==> src/rtl/mem_access_if.sv <==
// Request/response handshake plus the byte-addressed data memory port, as seen by
// the load/store unit (master) and by its environment (slave).
interface mem_access_if;
  logic        req_valid;
  logic        req_ready;
  logic        req_we;
  logic [2:0]  req_op;
  logic [31:0] req_addr;
  logic [31:0] req_wdata;
  logic        resp_valid;
  logic [31:0] resp_rdata;
  logic        resp_err;
  logic        busy;
  logic [31:0] mem_addr;
  logic [31:0] mem_wdata;
  logic [1:0]  mem_write;
  logic [31:0] mem_rdata;

  modport master (
    input  req_valid, req_we, req_op, req_addr, req_wdata, mem_rdata,
    output req_ready, resp_valid, resp_rdata, resp_err, busy,
           mem_addr, mem_wdata, mem_write
  );

  modport slave (
    output req_valid, req_we, req_op, req_addr, req_wdata, mem_rdata,
    input  req_ready, resp_valid, resp_rdata, resp_err, busy,
           mem_addr, mem_wdata, mem_write
  );
endinterface

==> src/rtl/mem_access_unit.sv <==
// Single-outstanding load/store unit: validates a MEM-stage request, drives the data
// memory port, extends load data and returns one response per accepted request.
module mem_access_unit #(
  parameter int MEM_BYTES = 1024,
  parameter int RD_LAT    = 1
) (
  input  logic        clk,
  input  logic        rst,
  mem_access_if.master bus
);

  typedef enum logic [1:0] {IDLE, ISSUE, WAIT, RESP} state_t;

  state_t      state;
  logic        we_q;
  logic [2:0]  op_q;
  logic [2:0]  cnt;
  logic [31:0] rdata_q;
  logic        err_q;

  logic [2:0]  size;
  logic        illegal, misal, oor, acc_err;

  // 33-bit end address so addr near 2^32 cannot wrap into range
  always_comb begin
    size = 3'd1;
    case (bus.req_op[1:0])
      2'b01:   size = 3'd2;
      2'b10:   size = 3'd4;
      default: size = 3'd1;
    endcase
    illegal = (bus.req_op == 3'b011) || (bus.req_op[2:1] == 2'b11) ||
              (bus.req_op[2] && bus.req_we);
    misal   = (bus.req_op[1:0] == 2'b01 && bus.req_addr[0]) ||
              (bus.req_op[1:0] == 2'b10 && bus.req_addr[1:0] != 2'b00);
    oor     = ({1'b0, bus.req_addr} + {30'd0, size}) > 33'(MEM_BYTES);
    acc_err = illegal || misal || oor;
  end

  function automatic logic [31:0] extend(input logic [2:0] op, input logic [31:0] d);
    case (op)
      3'b000:  return {{24{d[7]}}, d[7:0]};
      3'b100:  return {24'd0, d[7:0]};
      3'b001:  return {{16{d[15]}}, d[15:0]};
      3'b101:  return {16'd0, d[15:0]};
      default: return d;
    endcase
  endfunction

  assign bus.busy = !bus.req_ready;

  always_ff @(posedge clk or posedge rst) begin
    if (rst) begin
      state          <= IDLE;
      we_q           <= 1'b0;
      op_q           <= 3'd0;
      cnt            <= 3'd0;
      rdata_q        <= 32'd0;
      err_q          <= 1'b0;
      bus.req_ready  <= 1'b1;
      bus.resp_valid <= 1'b0;
      bus.resp_rdata <= 32'd0;
      bus.resp_err   <= 1'b0;
      bus.mem_addr   <= 32'd0;
      bus.mem_wdata  <= 32'd0;
      bus.mem_write  <= 2'b00;
    end else begin
      bus.resp_valid <= 1'b0;
      case (state)
        IDLE: begin
          if (bus.req_valid && bus.req_ready) begin
            we_q          <= bus.req_we;
            op_q          <= bus.req_op;
            cnt           <= 3'(RD_LAT - 1);
            rdata_q       <= 32'd0;
            err_q         <= acc_err;
            bus.req_ready <= 1'b0;
            if (acc_err) begin
              state <= RESP;
            end else begin
              bus.mem_addr <= bus.req_addr;
              state        <= ISSUE;
              if (bus.req_we) begin
                bus.mem_wdata <= bus.req_wdata;
                bus.mem_write <= (size == 3'd4) ? 2'b01 :
                                 (size == 3'd2) ? 2'b10 : 2'b11;
              end
            end
          end
        end
        ISSUE, WAIT: begin
          if (we_q) begin
            bus.mem_write <= 2'b00;
            state         <= RESP;
          end else if (cnt == 3'd0) begin
            rdata_q <= extend(op_q, bus.mem_rdata);
            state   <= RESP;
          end else begin
            cnt   <= cnt - 3'd1;
            state <= WAIT;
          end
        end
        RESP: begin
          bus.resp_valid <= 1'b1;
          bus.resp_rdata <= rdata_q;
          bus.resp_err   <= err_q;
          bus.req_ready  <= 1'b1;
          state          <= IDLE;
        end
        default: state <= IDLE;
      endcase
    end
  end

endmodule

==> src/flat_wrapper.sv <==
// flat-port wrapper written by rule: the top's interface ports become plain ports
module mem_access_unit_flat 
#(
  parameter int MEM_BYTES = 1024,
  parameter int RD_LAT    = 1
)
  (clk, rst, bus_req_valid, bus_req_we, bus_req_op, bus_req_addr, bus_req_wdata, bus_mem_rdata, bus_req_ready, bus_resp_valid, bus_resp_rdata, bus_resp_err, bus_busy, bus_mem_addr, bus_mem_wdata, bus_mem_write);
  mem_access_if bus_i ();
  input  logic clk;
  input  logic rst;
  input wire logic [$bits(bus_i.req_valid)-1:0] bus_req_valid;
  input wire logic [$bits(bus_i.req_we)-1:0] bus_req_we;
  input wire logic [$bits(bus_i.req_op)-1:0] bus_req_op;
  input wire logic [$bits(bus_i.req_addr)-1:0] bus_req_addr;
  input wire logic [$bits(bus_i.req_wdata)-1:0] bus_req_wdata;
  input wire logic [$bits(bus_i.mem_rdata)-1:0] bus_mem_rdata;
  output wire logic [$bits(bus_i.req_ready)-1:0] bus_req_ready;
  output wire logic [$bits(bus_i.resp_valid)-1:0] bus_resp_valid;
  output wire logic [$bits(bus_i.resp_rdata)-1:0] bus_resp_rdata;
  output wire logic [$bits(bus_i.resp_err)-1:0] bus_resp_err;
  output wire logic [$bits(bus_i.busy)-1:0] bus_busy;
  output wire logic [$bits(bus_i.mem_addr)-1:0] bus_mem_addr;
  output wire logic [$bits(bus_i.mem_wdata)-1:0] bus_mem_wdata;
  output wire logic [$bits(bus_i.mem_write)-1:0] bus_mem_write;
  assign bus_i.req_valid = bus_req_valid;
  assign bus_i.req_we = bus_req_we;
  assign bus_i.req_op = bus_req_op;
  assign bus_i.req_addr = bus_req_addr;
  assign bus_i.req_wdata = bus_req_wdata;
  assign bus_i.mem_rdata = bus_mem_rdata;
  assign bus_req_ready = bus_i.req_ready;
  assign bus_resp_valid = bus_i.resp_valid;
  assign bus_resp_rdata = bus_i.resp_rdata;
  assign bus_resp_err = bus_i.resp_err;
  assign bus_busy = bus_i.busy;
  assign bus_mem_addr = bus_i.mem_addr;
  assign bus_mem_wdata = bus_i.mem_wdata;
  assign bus_mem_write = bus_i.mem_write;
  mem_access_unit #(.MEM_BYTES(MEM_BYTES), .RD_LAT(RD_LAT)) u_core (.clk(clk), .rst(rst), .bus(bus_i));
endmodule
==> config.mk <==
export PLATFORM = sky130hd
export DESIGN_NAME = mem_access_unit_flat
export DESIGN_NICKNAME = d
export VERILOG_FILES = /design/src/rtl/mem_access_if.sv /design/src/rtl/mem_access_unit.sv /design/src/flat_wrapper.sv
export SDC_FILE = /design/constraint.sdc
export NUM_CORES = 1
export LEC_CHECK = 0
export CAP_MARGIN = 20
export CORE_MARGIN = 3
export CORE_UTILIZATION = 45
export CTS_BUF_LIST = sky130_fd_sc_hd__clkbuf_8
export DETAILED_ROUTE_END_ITERATION = 8
export DONT_BUFFER_PORTS = 1
export GPL_TIMING_DRIVEN = 1
export PLACE_DENSITY_LB_ADDON = 0.3
export SYNTH_ARGS = -nofsm -noshare
export SYNTH_HDL_FRONTEND = slang
export SYNTH_SLANG_ARGS = --single-unit
==> constraint.sdc <==
create_clock -name clk -period 4.9 [get_ports clk]
set_clock_uncertainty 0.15 [all_clocks]
set_input_delay 0.98 -clock clk [delete_from_list [all_inputs] [get_ports clk]]
set_output_delay 0.98 -clock clk [all_outputs]
set_load 0.02 [all_outputs]
### Word level (Yosys, flattened, before mapping)

Index checks and enable logic that the tools add are counted.

* equal/unequal tests: 19
* shift-type cells: 0
* multipliers: 0
* reduce and logical (&&, ||, !) cells: 24
* add/subtract/negate cells: 2
* $lt $le $gt $ge: 1
* divide/modulo/power cells: 0
* mux-type cells: 25
* bitwise operators: 1

Operators by type and width (count)
* $pmux 32 s4: 1
* $mux 32: 3
* $pmux 32 s2: 1
* $add 32x3->33: 1
* $gt 33x11->1 const B: 1
* $mux 2: 8
* $pmux 3 s2: 2
* $reduce_and 4->1: 3
* $eq 3x3->1 const B: 3
* $mux 3: 3
* $eq 2x2->1 const B: 4
* $ne 2x2->1 const B: 4
* $eq 3x2->1 const B: 2
* $logic_not 3->1: 2
* $ne 2x1->1 const B: 3
* $pmux 2 s3: 1
* $reduce_bool 2->1: 3
* $logic_or 1x1->1: 5
* $reduce_and 5->1: 1
* $eq 2x1->1 const B: 2
* $logic_and 1x1->1: 4
* $mux 1: 4
* $pmux 2 s2: 1
* $reduce_and 2->1: 2
* other kinds (8): 8

* output and inout bits: 102
* memories kept: 0
* register bits after elaboration: 143
* logic and storage cells: 85
* bits of input ports: 103
* bits in latches: 0
* bits in writable memories: 0
* ROM bits: 0

### Longest topological paths before layout

* depth in word-level cells: 9
* depth in mapped cells: 13
* gate-level depth less buffers: 12

### Least setup slack after synthesis

Ideal clock, no wire load.

* path type: input-to-reg
* start: input port bus_req_op[0]
* end: register u_core.bus.mem_addr[0] in the netlist's numbering
* required time: 4.625 ns
* setup time: 0.125 ns
* slack: 0.680 ns
* data arrival time: 3.945 ns
* stages: 12
* path buffers: 1
* cell sequence: inv_1 > ha_1 > ha_1 > fa_1 > a21o_1 > o311ai_1 > a31oi_1 > o41a_1 > nor4_4 > nand3_2 > buf_6 > mux2_4

* longest elaborated chain between the ends: 7
* elaborated cells on any way between the ends: 15
* those cells by class: add/sub: 1; order compare: 1; eq/ne: 3; mux: 1; bitwise: 1; reduce/logical: 8

Ends and longest elaborated chain
* start, declared: line flat_wrapper.sv:13 `input wire logic [$bits(bus_i.req_op)-1:0] bus_req_op;`
* $eq 2x2->1, or another cell as far along: line mem_access_unit.sv:27, mem_access_unit.sv:35
* $pmux 3 s2, or another cell as far along: line mem_access_unit.sv:27 `case (bus.req_op[1:0])`
* $add 32x3->33, or another cell as far along: line mem_access_unit.sv:36 `oor = ({1'b0, bus.req_addr} + {30'd0, size}) > 33'(MEM_BYTES);`
* $gt 33x11->1 or $logic_or 1x1->1 (tied branches): line mem_access_unit.sv:36, mem_access_unit.sv:37
* $logic_or 1x1->1 (*): line mem_access_unit.sv:37 `acc_err = illegal || misal || oor;`
* $not 1->1 (no source line) (*)
* $reduce_and 3->1 (no source line) (*)
* end signal, assigned: line mem_access_unit.sv:81 `bus.mem_addr <= bus.req_addr;`
* end, declared: line mem_access_if.sv:22 `mem_addr, mem_wdata, mem_write`

Mark *: on every way between the ends. The rest lies on a longest branch, timed or not.
A chain may end at the register's enable or synchronous reset.

### Final worst setup path

* start: input port bus_req_op[0]
* end: register u_core.bus.mem_wdata[12] in the netlist's numbering

* longest elaborated chain between the ends: 7
* elaborated cells on any way between the ends: 15
* those cells by class: add/sub: 1; order compare: 1; eq/ne: 3; mux: 1; bitwise: 1; reduce/logical: 8

Ends and longest elaborated chain
* $eq 2x2->1, or another cell as far along: line mem_access_unit.sv:27, mem_access_unit.sv:35
* $pmux 3 s2, or another cell as far along: line mem_access_unit.sv:27
* $add 32x3->33, or another cell as far along: line mem_access_unit.sv:36
* $gt 33x11->1 or $logic_or 1x1->1 (tied branches): line mem_access_unit.sv:36, mem_access_unit.sv:37
* $logic_or 1x1->1 (*): line mem_access_unit.sv:37
* $not 1->1 (no source line) (*)
* $reduce_and 4->1 (no source line) (*)
* end signal, assigned: line mem_access_unit.sv:84 `bus.mem_wdata <= bus.req_wdata;`
* end, declared: line mem_access_if.sv:22

Marks and branches as above.

==> results.txt <==
- Leak Pwr: 0.00347 uW
- After routing, the total negative slack on setup checks comes to 0 ns.
* Growth of design area from synthesis to finish: 8.50%
* Initial cell density of the core: 46.8%
- The number of setup buffers added after CTS is 0.
* Final critical-path required period: 4.18 ns
- Dividing the synthesized area by the synthesized cell count gives 12.5 um^2.
- DIE AREA: 0.0161 mm^2
- For this run, asynchronously set or reset flops after synthesis account for 100%.
- The pre-antenna-repair detailed-routing pass consisted of 5 iterations.
- Arithmetic-cell share of the synthesized area counting full adders, half adders and majority gates: 2.58%
- In this run, placement finished with an instance count of 692.
- Number of DRC violations after detailed-routing iteration 0: 250
- The number of hold buffers added after CTS was 0.
- Clock tree synthesis selected as its root buffer the cell sky130_fd_sc_hd__clkbuf_8.
* Per-cell routed wire length: 20.0 um
* Vias per cell: 5.79
* Total via count after detailed routing: 4,183
* Max Clk Rate: 239 MHz
- Layer carrying the most global-route usage: met2
- The total count of max-transition violations in the final report was 0.
- After detailed routing, the total wire length is 14.5 mm.
* Remaining routing DRC violations: 0
* Part of the cycle the worst path needs: 85.3%
- Counting distinct cell types in the post-synthesis netlist gives 57.
- Clock tree synthesis found a total of 143 sinks.
* Post-synthesis instance area: 0.00659 mm^2
* Number of buffers inserted by port buffering: 0
- The later pin in the worst-skew pair is clocked with a latency of 0.43 ns.
- The worst setup path is launched from an input pin.
- Max_cap viols: 0
* Met3 track demand over resource: 8.24%
- Global routing consumed, over all layers together, 18.0% of the routing resources.
- The number of global-route vias before repair was 4,512.
- Maximum ir drop on the vdd rail: 220 uV
* Maximum number of pins on one net before global-route repair: 144
* Residual overflow from global routing: 0
- Portion of netlist area occupied by mux cells: 16.3%
- The number of antenna diodes in the final layout is 0.
- Counting the fill cells in the layout gives 1,217.
- The longest clock path from root to sink contains 2 buffers.
- Endpoint arrival time on the critical path: 4.35 ns
- For the pin with the worst max-slew slack, the measured transition is 0.932 ns.
- Setup violations remaining at the end of the flow were counted as 0.
- Number of routed nets with antenna violations: 0
- CTS Buf Count: 17
- Synthesis inferred 143 register bits.
- Status: finished clean
- Synthesis produced 529 cells.
* Final Wtd Congestion: 0.791
* Number of antenna violations at the first check in global routing: 0
* Clock transition at the registers of the reported paths: 0.08 ns
* EDFF count, synth: 0
- Xor and xnor fraction of the mapped netlist area: 0.531%
* P per Cell Area: 496 mW/mm^2
- The most used flip-flop cell after synthesis is sky130_fd_sc_hd__dfrtp_1.
* Sequential-to-total area share from yosys stat: 54.3%
- By area, the combinational part of the netlist is dominated by multiplexers.
- Setup repair after global routing left no endpoint under its margin.
- Placeable core region: 0.0141 mm^2
- Worst min-delay path category: flop to flop
- Global routing met2 resource utilization: 29.1%
- Number of nets in the layout: 647
- TritonCTS built the clock tree.
- Share of cells above drive strength 1: 23.6%
- Final std cells w/o fill: 723
- In this run the worst path has a maximum fanout of 32.
- H-Tree Level Count: 4
- Summed over all nets, the half-perimeter wirelength after detailed placement is 10.2 mm.
* Post-synthesis simple-gate area fraction: 14.2%
- Hold Vio Cnt, Final: 0
- Post-cts repair resize count: 0
- Count of boundary I/O pins: 205
* Wire length of the first global-routing pass: 23.3 mm
- Summing the areas of all compound-gate instances in the mapped netlist gives 9.64% of the synthesized area.
- The floorplan has 43 rows.
* Die Span X: 127 um
- STA classifies the critical path endpoint as a flop.
- Synthesized netlist net count: 645
- Worst Path Class, Setup: input pin to flop
- Minimum hold slack: 0.330 ns
- Measured along the y axis, the die boundary spans 127 um.
- For this run, global-route usage on met1 was measured as 22.0%.
- Relative slew margins: 37.9%
- Yosys Warn Count: 0
- Required @ worst endpoint: 5.07 ns
sequential cells by signal (all words and copies together) (netlist names):
| name | count |
|---|---|
| u_core.bus.mem_addr | 32 |
| u_core.bus.mem_wdata | 32 |
| u_core.bus.resp_rdata | 32 |
| u_core.rdata_q | 32 |
| u_core.cnt | 3 |
| u_core.op_q | 3 |
| u_core.bus.mem_write | 2 |
| u_core.state | 2 |
| u_core.bus.req_ready | 1 |
| u_core.bus.resp_err | 1 |
| u_core.bus.resp_valid | 1 |
| u_core.err_q | 1 |
| u_core.we_q | 1 |
cell usage in the layout (no fill, tap or decap), types with 7 or more instances in the layout:
| master | instances |
|---|---|
| sky130_fd_sc_hd__inv_1 | 12 |
| sky130_fd_sc_hd__and2_1 | 21 |
| sky130_fd_sc_hd__nand4_1 | 8 |
| sky130_fd_sc_hd__o21ai_0 | 20 |
| sky130_fd_sc_hd__mux2_2 | 42 |
| sky130_fd_sc_hd__ha_1 | 11 |
| sky130_fd_sc_hd__nor3_1 | 7 |
| sky130_fd_sc_hd__nor2_1 | 19 |
| sky130_fd_sc_hd__mux2_4 | 38 |
| sky130_fd_sc_hd__nand2b_1 | 23 |
| sky130_fd_sc_hd__nand2_1 | 38 |
| sky130_fd_sc_hd__a21oi_1 | 10 |
| sky130_fd_sc_hd__clkbuf_8 | 18 |
| sky130_fd_sc_hd__nand3_1 | 14 |
| sky130_fd_sc_hd__a22o_1 | 33 |
| sky130_fd_sc_hd__dfrtp_1 | 142 |
metrics by stage:
stage | setup WS [ns] | total power, uW | util (%) | instance area [um^2]
6_report | 0.721 | 3550 | 50.7 | 7150
5_1_grt | 0.604 | 3770 | 50.7 | 7150
4_1_cts | 0.756 | 3600 | 50.7 | 7150
3_5_place_dp | 0.281 | 2670 | 48.0 | 6770
3_3_place_gp | 0.408 | 2630 | 48.0 | 6770
2_1_floorplan | 0.680 | 2430 | - | 6600
power breakdown:
part	leakage, uW	switching [uW]	internal (uW)
registers	0.00193	352	1420
logic	0.00135	461	406
clock network	0.000197	445	464
layer usage:
metal  wire length, um  share of wire (%)
met3              1320                9.1
met5                 0                  0
met1              5960                 41
met4               189                1.3
met2              7000                 48
worst max-delay path, cell delays in order:
cell                       delay (ns)
sky130_fd_sc_hd__inv_1           0.03
sky130_fd_sc_hd__ha_1            0.29
sky130_fd_sc_hd__ha_1            0.21
sky130_fd_sc_hd__fa_1            0.42
sky130_fd_sc_hd__a21o_1          0.25
sky130_fd_sc_hd__o311ai_1        0.26
sky130_fd_sc_hd__a31oi_1         0.13
sky130_fd_sc_hd__o41a_1          0.49
sky130_fd_sc_hd__nor4_4          0.43
sky130_fd_sc_hd__nand4_4         0.13
sky130_fd_sc_hd__buf_4           0.33
sky130_fd_sc_hd__mux2_4          0.36
final timing paths:
check	start	endpoint	slack (ns)	cells after the start
min in group asynchronous	rst	u_core.bus.mem_wdata[24]$_DFFE_PP0P_	0.48	2
worst max-delay path	bus_req_op[0]	u_core.bus.mem_wdata[12]$_DFFE_PP0P_	0.72	12
max in group asynchronous	rst	u_core.bus.mem_write[1]$_DFFE_PP0P_	3.54	2
worst min-delay path	u_core.cnt[2]$_DFFE_PP0P_	u_core.cnt[2]$_DFFE_PP0P_	0.33	1
worst max register to register	u_core.bus.req_ready$_DFFE_PP1P_	u_core.rdata_q[27]$_DFFE_PP0P_	1.99	7
worst min register to register	u_core.cnt[2]$_DFFE_PP0P_	u_core.cnt[2]$_DFFE_PP0P_	0.33	1
synthesized netlist by cell type (all sizes together), types with 9 or more instances:
cell type  count  area, um^2
a21oi         10        50.1
a22o          33         289
and2          21         131
clkbuf        16        61.3
dfrtp        142        3550
ha            12         150
inv           12        45.0
mux2          80        1040
nand2         38         143
nand2b        23         144
nand3         15        80.1
nand4          9        71.3
nor2          19        71.3
nor3           9        50.1
o21ai         20         100
cell families after synthesis:
family                   Yosys count
AO/OA/AOI/OAI                     88
XOR/XNOR                           4
adder cells (fa/ha/maj)           13
buffers and inverters             35
flip-flops                       143
multiplexers                      83
AND/OR/NAND/NOR                  163
area by class of cell:
cell class                 count  area [um^2]  share of cell area [%]
multi-input combinational    351         2860                    39.9
tap                          180          225                    3.15
inverter                      12         48.8                   0.682
clock buffer                  18          248                    3.46
sequential                   143         3580                    50.0
clock inverter                13          138                    1.92
timing repair buffer           6         57.6                   0.805
No activity file was read; power rests on OpenSTA's default activity.
